$ cat config.mk
export PLATFORM = sky130hd
export DESIGN_NAME = echo_cancellation_full
export DESIGN_NICKNAME = d
export VERILOG_FILES = /design/src/rtl/echo_cancellation_full.sv
export SDC_FILE = /design/constraint.sdc
export NUM_CORES = 2
export LEC_CHECK = 0
export ABC_CLOCK_PERIOD_IN_PS = 13700
export BUFFER_PORTS_ARGS = -buffer_cell sky130_fd_sc_hd__buf_2
export CORE_MARGIN = 1
export CORE_UTILIZATION = 40
export DETAILED_ROUTE_END_ITERATION = 10
export PLACE_DENSITY = 0.61
export SLEW_MARGIN = 10
export SYNTH_ARGS = -nofsm -noshare
export SYNTH_HDL_FRONTEND = slang
export SYNTH_SLANG_ARGS = --single-unit
export TNS_END_PERCENT = 20
$ cat constraint.sdc
create_clock -name clk_operation -period 13.7 [get_ports clk_operation]
set_input_delay 2.74 -clock clk_operation [delete_from_list [all_inputs] [get_ports clk_operation]]
set_output_delay 2.74 -clock clk_operation [all_outputs]
set_load 0.005 [all_outputs]
$ cat src/rtl/echo_cancellation_full.sv
// -----------------------------------------------------------------------------
// echo_cancellation_full
// Four-tap LMS adaptive echo canceller on 16-bit signed samples. Once per
// sample period it estimates the echo of the lagged far-end reference,
// subtracts it from the near-end sample, registers the residual and adapts
// the tap weights (Q4.20, 1.0 = 2^20).
//
// Parameters
//   MU_SHIFT   right shift of the e*x product in the weight update
//   MIN_CYCLE  smallest sampling_cycle that allows processing
//
// Ports
//   clk_operation          in   operation clock, rising edge
//   rst                    in   synchronous active-high reset
//   sig16b                 in   near-end sample (signal + echo), signed
//   sig16b_lag             in   far-end reference sample, signed
//   sampling_cycle         in   clocks per sample period
//   sampling_cycle_counter in   position within the sample period
//   enable                 in   level-sensitive processing enable
//   sig16b_without_echo    out  registered residual e, signed
//
// Build option
//   ECHO_CANCEL_SAT_EN  defined: residual output clamps to the 16-bit range;
//                       undefined: residual output is e modulo 2^16.
// -----------------------------------------------------------------------------
module echo_cancellation_full #(
  parameter int MU_SHIFT  = 8,
  parameter int MIN_CYCLE = 16
) (
  input  logic               clk_operation,
  input  logic               rst,
  input  logic signed [15:0] sig16b,
  input  logic signed [15:0] sig16b_lag,
  input  logic [12:0]        sampling_cycle,
  input  logic [12:0]        sampling_cycle_counter,
  input  logic               enable,
  output logic signed [15:0] sig16b_without_echo
);

  typedef enum logic [3:0] {
    ST_IDLE = 4'd0,
    ST_LOAD = 4'd1,
    ST_MAC0 = 4'd2,
    ST_MAC1 = 4'd3,
    ST_MAC2 = 4'd4,
    ST_MAC3 = 4'd5,
    ST_ERR  = 4'd6,
    ST_UPD0 = 4'd7,
    ST_UPD1 = 4'd8,
    ST_UPD2 = 4'd9,
    ST_UPD3 = 4'd10
  } state_t;

  // Clamp a wide weight sum into the signed 24-bit weight range.
  function automatic logic signed [23:0] sat24(input logic signed [41:0] v);
    if (v[41:23] == {19{v[41]}}) begin
      return v[23:0];
    end else if (v[41]) begin
      return 24'h800000;
    end else begin
      return 24'h7FFFFF;
    end
  endfunction

  // Clamp the full-precision error into the signed 16-bit output range.
  function automatic logic signed [15:0] sat16(input logic signed [24:0] v);
    if (v[24:15] == {10{v[24]}}) begin
      return v[15:0];
    end else if (v[24]) begin
      return 16'h8000;
    end else begin
      return 16'h7FFF;
    end
  endfunction

  state_t             state_r, state_s;
  logic signed [15:0] x_r [4];
  logic signed [23:0] w_r [4];
  logic signed [43:0] acc_r;
  logic signed [15:0] d_r;
  logic signed [24:0] e_full_r;

  logic               strobe_s;
  logic [1:0]         tap_s;
  logic signed [15:0] x_sel_s;
  logic signed [23:0] w_sel_s;
  logic signed [39:0] mac_prod_s;
  logic signed [23:0] y_s;
  logic signed [24:0] e_full_s;
  logic signed [40:0] upd_prod_s;
  logic signed [40:0] upd_delta_s;
  logic signed [41:0] w_sum_s;
  logic signed [23:0] w_next_s;
  logic signed [15:0] e_out_s;

  assign strobe_s = enable && (sampling_cycle_counter == 13'd0) &&
                    (sampling_cycle >= 13'(MIN_CYCLE));

  // Tap index shared by the MAC and update phases.
  always_comb begin
    tap_s = 2'd0;
    case (state_r)
      ST_MAC0, ST_UPD0: tap_s = 2'd0;
      ST_MAC1, ST_UPD1: tap_s = 2'd1;
      ST_MAC2, ST_UPD2: tap_s = 2'd2;
      ST_MAC3, ST_UPD3: tap_s = 2'd3;
      default:          tap_s = 2'd0;
    endcase
  end

  // Arithmetic for MAC, error and weight update on the selected tap.
  always_comb begin
    x_sel_s     = x_r[tap_s];
    w_sel_s     = w_r[tap_s];
    mac_prod_s  = $signed({{16{w_sel_s[23]}}, w_sel_s}) *
                  $signed({{24{x_sel_s[15]}}, x_sel_s});
    // acc >>> 20; the accumulator magnitude keeps this inside 24 bits.
    y_s         = acc_r[43:20];
    e_full_s    = $signed({{9{d_r[15]}}, d_r}) - $signed({y_s[23], y_s});
    // Update uses the stored unsaturated error, not the output value.
    upd_prod_s  = $signed({{16{e_full_r[24]}}, e_full_r}) *
                  $signed({{25{x_sel_s[15]}}, x_sel_s});
    upd_delta_s = upd_prod_s >>> MU_SHIFT;
    w_sum_s     = $signed({{18{w_sel_s[23]}}, w_sel_s}) +
                  $signed({upd_delta_s[40], upd_delta_s});
    w_next_s    = sat24(w_sum_s);
`ifdef ECHO_CANCEL_SAT_EN
    e_out_s     = sat16(e_full_s);
`else
    e_out_s     = e_full_s[15:0];
`endif
  end

  // State register.
  always_ff @(posedge clk_operation) begin
    if (rst) begin
      state_r <= ST_IDLE;
    end else begin
      state_r <= state_s;
    end
  end

  // Next-state sequencing; strobes are only looked at in IDLE.
  always_comb begin
    state_s = state_r;
    case (state_r)
      ST_IDLE: begin
        if (strobe_s) begin
          state_s = ST_LOAD;
        end else begin
          state_s = ST_IDLE;
        end
      end
      ST_LOAD: state_s = ST_MAC0;
      ST_MAC0: state_s = ST_MAC1;
      ST_MAC1: state_s = ST_MAC2;
      ST_MAC2: state_s = ST_MAC3;
      ST_MAC3: state_s = ST_ERR;
      ST_ERR:  state_s = ST_UPD0;
      ST_UPD0: state_s = ST_UPD1;
      ST_UPD1: state_s = ST_UPD2;
      ST_UPD2: state_s = ST_UPD3;
      ST_UPD3: state_s = ST_IDLE;
      default: state_s = ST_IDLE;
    endcase
  end

  // Datapath registers: delay line, accumulator, error, weights and output.
  always_ff @(posedge clk_operation) begin
    if (rst) begin
      for (int k = 0; k < 4; k++) begin
        x_r[k] <= 16'sd0;
        w_r[k] <= 24'sd0;
      end
      acc_r               <= 44'sd0;
      d_r                 <= 16'sd0;
      e_full_r            <= 25'sd0;
      sig16b_without_echo <= 16'sd0;
    end else begin
      case (state_r)
        ST_LOAD: begin
          x_r[3] <= x_r[2];
          x_r[2] <= x_r[1];
          x_r[1] <= x_r[0];
          x_r[0] <= sig16b_lag;
          d_r    <= sig16b;
          acc_r  <= 44'sd0;
        end
        ST_MAC0, ST_MAC1, ST_MAC2, ST_MAC3: begin
          acc_r <= acc_r + $signed({{4{mac_prod_s[39]}}, mac_prod_s});
        end
        ST_ERR: begin
          e_full_r            <= e_full_s;
          sig16b_without_echo <= e_out_s;
        end
        ST_UPD0, ST_UPD1, ST_UPD2, ST_UPD3: begin
          w_r[tap_s] <= w_next_s;
        end
        default: begin
        end
      endcase
    end
  end

endmodule

-- After elaboration in Yosys (flattened, before gate mapping)
Memory sizes are Yosys's and may differ from the RTL's. A register that Yosys moved wholly into a read port is not among the register bits.
Index checks and enable logic that the tools add are counted.
- memories kept: 3
- bits in registers: 105
- output and inout bits: 16
- input port bits: 61
- bits in writable memories: 160
- logic and storage cells: 58
- memory bits (read-only): 32
- memory list (memory ; depth ; bits a word ; rd ports ; clocked after memory_dff ; wr ports ; line ; source):
    w_r ; 4 ; 24 ; 1 ; 0 ; 4 ; 78 ; logic signed [23:0] w_r [4];
    x_r ; 4 ; 16 ; 4 ; 0 ; 4 ; 77 ; logic signed [15:0] x_r [4];
    (no name shown) ; 16 ; 2 ; 1 ; 1 ; 0 ; 102 ; case (state_r)
- add/sub/neg operators: 3
- reductions and logical operators: 8
- equality and inequality tests: 11
- $lt $le $gt $ge: 1
- muxes and demuxes: 21
- bitwise operators: 4
- multipliers: 2
- operators with widths (cell ; count):
    $pmux 44 s2 ; 1
    $mux 24 ; 3
    $mux 16 ; 4
    $add 44x40->44 ; 1
    $mul 25x16->41 ; 1
    $mul 24x16->40 ; 1
    $pmux 4 s10 ; 1
    $add 24x33->34 ; 1
    $sub 16x24->25 ; 1
    $reduce_or 24->1 ; 1
    $eq 18x18->1 ; 1
    $eq 4x3->1 const B ; 4
    $ge 13x5->1 const B ; 1
    $logic_not 13->1 ; 1
    $eq 4x4->1 const B ; 3
    $mux 1 ; 10
    $eq 4x2->1 const B ; 2
    $reduce_or 4->1 ; 2
    $eq 4x1->1 const B ; 1
    $logic_not 4->1 ; 1
    $mux 4 ; 1
    $or 1x1->1 ; 4
    $logic_and 1x1->1 ; 2
    $mux 2 ; 1
    $reduce_bool 2->1 ; 1

-- Logic depth before layout (Yosys ltp)
- word-level depth: 7
- mapped depth: 46

-- Least setup slack after synthesis
No wires, ideal clock.
- path type: reg-to-reg
- from: register tap_s[0] (netlist name)
- to: memory w_r[0][12] (data pin)
- setup slack: 2.687 ns
- data arrival time: 10.748 ns
- library setup time: 0.265 ns
- cell stages (with the launch flop): 44
- buffers on the path: 9
- cells stage by stage: dfxtp_1 buf_1 clkbuf_1 clkbuf_1 clkbuf_1 o21a_1 clkinv_1 clkbuf_1 nor2_1 fa_1 fa_1 fa_1 fa_1 fa_1 inv_1 fa_1 inv_1 ha_1 [8 not listed] nor2_1 xnor2_1 ha_1 buf_2 and3_1 nand2_1 o221a_2 o21bai_1 nor2_1 a211o_1 or3b_1 or4_1 buf_2 o2bb2a_4 buf_6 buf_4 nor2_2 nor2_1
- RTL lines (element ; line):
    end: declaration ; 78

==> impl_metrics.prom <==
# TYPE chip_impl_metric gauge
chip_impl_metric{name="worst_path_largest_cell_delay",unit="ns"} 0.81
chip_impl_metric{name="power.leakage",unit="nW"} 21.1
chip_impl_metric{name="worst_slew_pin_slew",unit="ns"} 1.17
chip_impl_info{name="cpLargestDelayFamily",value="adder cells"} 1
chip_impl_metric{name="area_occupied_by_registers",unit="um^2"} 6630
chip_impl_metric{name="initial_core_util",unit="%"} 40.4
chip_impl_info{name="clock_tree_from_tritoncts",value="yes"} 1
chip_impl_metric{name="worst_relative_slew_slack",unit="%"} 21.8
chip_impl_info{name="hold_path.class",value="flip-flop to flip-flop"} 1
chip_impl_metric{name="total_number_of_vias",unit=""} 30400
chip_impl_info{name="rr_endpoint",value="w_r[0][2]"} 1
chip_impl_metric{name="rrSetupSlack",unit="ns"} 1.76
chip_impl_metric{name="syn_area_per_cell",unit="um^2"} 9.41
chip_impl_metric{name="finalSetupViolCount",unit=""} 0
chip_impl_info{name="hold_path.startpoint",value="d_r[0]"} 1
chip_impl_metric{name="crit_buf_inv",unit=""} 8
chip_impl_metric{name="power_density",unit="nW/um^2"} 85.0
chip_impl_metric{name="switching_share",unit="%"} 41.7
chip_impl_metric{name="path_max_fanout",unit=""} 25
chip_impl_metric{name="postCtsSetupRepairBufs",unit=""} 0
chip_impl_metric{name="asyncSetResetFlopFracSynth",unit="%"} 0
chip_impl_metric{name="dpl_cell_area",unit="um^2"} 44300
chip_impl_metric{name="path_clk_slew",unit="ns"} 0.06
chip_impl_metric{name="wire_per_inst",unit="um"} 18.2
chip_impl_metric{name="min_period_over_period",unit="%"} 87.2
chip_impl_metric{name="io_port_bufs",unit=""} 72
chip_impl_metric{name="timing_hold_violations_final",unit=""} 0
chip_impl_info{name="worst-setup-path-type",value="flip-flop to flip-flop"} 1
chip_impl_info{name="status",value="finished, violations left"} 1
chip_impl_metric{name="design.die.area",unit="um^2"} 108000
chip_impl_metric{name="cp.depth",unit=""} 37
chip_impl_metric{name="fp.dieW",unit="um"} 329
chip_impl_metric{name="cts_repair_resize_count",unit=""} 0
chip_impl_metric{name="ys_warn_count",unit=""} 0
chip_impl_metric{name="maxClockFrequency",unit="MHz"} 83.7
chip_impl_metric{name="layout.filler_cells",unit=""} 10200
chip_impl_info{name="ys.flop_type",value="sky130_fd_sc_hd__edfxtp_1"} 1
chip_impl_metric{name="gr-total-overflow",unit=""} 0
chip_impl_metric{name="drt_wl_total",unit="mm"} 107
chip_impl_metric{name="setup_tns",unit="ns"} 0
chip_impl_metric{name="detail_route.drc_violations",unit=""} 8
chip_impl_metric{name="pwr-share-clk",unit="%"} 25.0
chip_impl_metric{name="p_sw",unit="mW"} 1.61
chip_impl_metric{name="h-tree-depth",unit=""} 2
chip_impl_metric{name="power_frac_seq",unit="%"} 21.3
chip_impl_metric{name="nets",unit=""} 5640
chip_impl_info{name="crit_path_capture",value="w_r[0][2]"} 1
chip_impl_info{name="synth.area.top_cells",value="sky130_fd_sc_hd__fa_1, sky130_fd_sc_hd__edfxtp_1, sky130_fd_sc_hd__ha_1"} 1
chip_impl_metric{name="rows",unit=""} 119
chip_impl_metric{name="finalWorstPathRequiredPeriod",unit="ns"} 11.95
chip_impl_metric{name="multi_input_area",unit="um^2"} 31800
chip_impl_metric{name="timing.final.max_slew_violations",unit=""} 0
chip_impl_metric{name="fraction_of_final_layout_cells_sized_beyond_drive_strength_1",unit="%"} 5.88
chip_impl_metric{name="maxCapViolCount",unit=""} 0
chip_impl_info{name="timing.rr.start",value="tap_s[1]"} 1
chip_impl_metric{name="cts_num_sinks",unit=""} 251
chip_impl_info{name="yosysTopAreaCell",value="sky130_fd_sc_hd__fa_1"} 1
chip_impl_metric{name="clk_latency",unit="ns"} 0.57
chip_impl_metric{name="arrival",unit="ns"} 12.24
chip_impl_metric{name="cts_inserted_buffers",unit=""} 35
chip_impl_metric{name="die_h",unit="um"} 329
chip_impl_metric{name="fp.coreArea",unit="um^2"} 106000
chip_impl_metric{name="clock_path_buffers",unit=""} 3
chip_impl_metric{name="wire_length_of_the_first_global_routing_pass",unit="mm"} 178
chip_impl_info{name="startpoint_type_of_the_worst_setup_path",value="flip-flop"} 1
chip_impl_info{name="cts_root_buf",value="sky130_fd_sc_hd__clkbuf_16"} 1
chip_impl_info{name="timing.critical_path.slowest_stage_cell",value="sky130_fd_sc_hd__mux4_2"} 1
chip_impl_metric{name="grt_antenna_before_repair",unit=""} 2
chip_impl_info{name="critPathLaunch",value="tap_s[1]"} 1
chip_impl_metric{name="pin_count",unit=""} 77
chip_impl_metric{name="largest_net_degree_at_the_start_of_global_routing",unit=""} 66
chip_impl_metric{name="placement.setup.worst_slack",unit="ns"} 1.92
chip_impl_metric{name="dp_hpwl",unit="mm"} 83.4
chip_impl_metric{name="ys_seq_elements",unit=""} 251
chip_impl_metric{name="detail-route-antenna-nets",unit=""} 0
chip_impl_metric{name="synthesis.area",unit="um^2"} 42700
chip_impl_metric{name="internal_power",unit="mW"} 2.26
chip_impl_info{name="top_count_cell_post_synth",value="sky130_fd_sc_hd__inv_1"} 1
chip_impl_metric{name="dr.pass1.iters",unit=""} 8
chip_impl_metric{name="r2r_cell_count",unit=""} 37
chip_impl_metric{name="area.growth.synth_to_final",unit="%"} 6.66
chip_impl_info{name="crit_path_end_kind",value="flip-flop"} 1
chip_impl_metric{name="final_cell_area",unit="um^2"} 45500
chip_impl_metric{name="fin_worst_skew",unit="ns"} 0.0343
chip_impl_metric{name="worst_slack",unit="ns"} 1.76
chip_impl_metric{name="synth-edff-count",unit=""} 160
chip_impl_metric{name="total_routing_usage_gr",unit="%"} 20.9
chip_impl_info{name="netlist_top_cells_count",value="sky130_fd_sc_hd__inv_1, sky130_fd_sc_hd__fa_1, sky130_fd_sc_hd__nand2_1, sky130_fd_sc_hd__and2_1, sky130_fd_sc_hd__ha_1"} 1
chip_impl_info{name="grt_setup_unrepaired",value="false"} 1
chip_impl_metric{name="diodes",unit=""} 0
chip_impl_metric{name="gp_congestion",unit=""} 0.849
chip_impl_metric{name="cts_hold_repair.buffers",unit=""} 0
chip_impl_metric{name="drt_iter0_markers",unit=""} 1736
chip_impl_info{name="violations",value="design-rule violations"} 1
chip_impl_metric{name="postSynthCellCount",unit=""} 4533
chip_impl_metric{name="netlist.area_leader.share",unit="%"} 38.6
chip_impl_metric{name="first_global_vias",unit=""} 32700
chip_impl_metric{name="timing.critical_path.required",unit="ns"} 14.00
chip_impl_metric{name="route.detailed.vias_per_inst",unit=""} 5.16
chip_impl_metric{name="ir_drop",unit="V"} 0.0000761
chip_impl_metric{name="synth_fp_nets",unit=""} 5697
chip_impl_metric{name="ys_seq_area_share",unit="%"} 15.5
chip_impl_metric{name="synth.distinct_cells",unit=""} 82
chip_impl_metric{name="worst_hold_slack",unit="ns"} 0.456
chip_impl_metric{name="power_frac_comb",unit="%"} 53.6
[cells by family after synthesis]
logic type | count (synthesis) | synth area share, %
and+or+nand+nor | 1450 | 16.1
DFF | 251 | 15.5
adders and majority gates | 1103 | 46.8
AOI/OAI and AO/OA | 448 | 6.86
buffers and inverters | 1113 | 9.99
xor gates and xnor gates | 115 | 2.36
muxes | 53 | 2.26
[cell usage in the layout (no fill, tap or decap), types with 15 or more instances in the layout]
| cell type | Yosys | final |
|---|---|---|
| sky130_fd_sc_hd__o21ai_0 | 63 | 62 |
| sky130_fd_sc_hd__nor3_1 | 33 | 33 |
| sky130_fd_sc_hd__mux4_2 | 34 | 34 |
| sky130_fd_sc_hd__ha_1 | 280 | 280 |
| sky130_fd_sc_hd__nand3_1 | 51 | 51 |
| sky130_fd_sc_hd__edfxtp_1 | 160 | 160 |
| sky130_fd_sc_hd__nor2_1 | 229 | 227 |
| sky130_fd_sc_hd__clkbuf_16 | 0 | 35 |
| sky130_fd_sc_hd__nand2b_1 | 56 | 56 |
| sky130_fd_sc_hd__buf_4 | 17 | 57 |
| sky130_fd_sc_hd__o21a_1 | 27 | 24 |
| sky130_fd_sc_hd__xnor2_1 | 83 | 83 |
| sky130_fd_sc_hd__xor2_1 | 32 | 32 |
| sky130_fd_sc_hd__buf_2 | 3 | 71 |
| sky130_fd_sc_hd__a21o_1 | 45 | 45 |
| sky130_fd_sc_hd__fa_1 | 823 | 823 |
| sky130_fd_sc_hd__a211oi_1 | 17 | 17 |
| sky130_fd_sc_hd__nand2_1 | 621 | 621 |
| sky130_fd_sc_hd__o21bai_1 | 16 | 16 |
| sky130_fd_sc_hd__inv_1 | 889 | 889 |
| sky130_fd_sc_hd__and2_1 | 340 | 340 |
| sky130_fd_sc_hd__nand4_1 | 15 | 15 |
| sky130_fd_sc_hd__a21oi_1 | 162 | 162 |
| sky130_fd_sc_hd__nor2b_1 | 23 | 22 |
| sky130_fd_sc_hd__dfxtp_1 | 91 | 89 |
[worst min path at each step]
stage                    to  slack, ns  depth (start not counted)
6_report             d_r[0]       0.46                          2
2_1_floorplan        d_r[0]       0.44                          2
4_1_cts              d_r[0]       0.46                          2
5_1_grt              d_r[2]       0.48                          2
3_3_place_gp   e_full_r[15]       0.44                          2
3_5_place_dp         d_r[0]       0.45                          2
[metal layers]
metal / GRT usage [%] / share of wire, % / up-vias / wire length [um]
li1: - / - / 13900 / -
met1: 28.9 / 44 / 15600 / 47600
met2: 34.1 / 47 / 781 / 50100
met3: 3.68 / 6.5 / 148 / 6990
met4: 5.25 / 2.5 / 0 / 2650
met5: 0 / 0 / - / 0
[flip-flops by register name, indices dropped and copies added (netlist names)]
name                 count
x_r                     64
sig16b_without_echo     15
e_full_r                10
state_r                  4
d_r                     16
acc_r                   44
tap_s                    2
w_r                     96
[tightest hold or removal path: stages (launching register included)]
cell and delay, ns:
sky130_fd_sc_hd__dfxtp_1 0.31, sky130_fd_sc_hd__nand2_1 0.05, sky130_fd_sc_hd__a21oi_1 0.05
[power by group through the flow]
| stage | sequential, mW | combinational (mW) | clock (mW) |
|---|---|---|---|
| floorplan | 0.838 | 1.56 | 0 |
| global placement | 0.840 | 2.04 | 0 |
| detailed placement | 0.840 | 2.05 | 0 |
| CTS | 0.825 | 2.08 | 0.987 |
| global route | 0.826 | 2.36 | 1.01 |
| finish | 0.825 | 2.07 | 0.967 |
[area by class of cell]
class / instances / share of cell area (%)
clock buffer: 41 / 2.02
clock inverter: 23 / 0.635
inverter: 891 / 7.35
multi-input combinational: 3169 / 69.9
sequential: 251 / 14.6
tap: 1391 / 3.83
timing repair buffer: 128 / 1.72
[through the flow]
step	power, mW	std cells	utilization (%)
after floorplan	2.40	4533	-
after global placement	2.88	5830	42.0
after detailed placement	2.89	5830	42.0
after CTS	3.89	5894	43.1
after global routing	4.19	5894	43.1
final	3.87	5894	43.1
No activity file was read; power rests on OpenSTA's default activity.
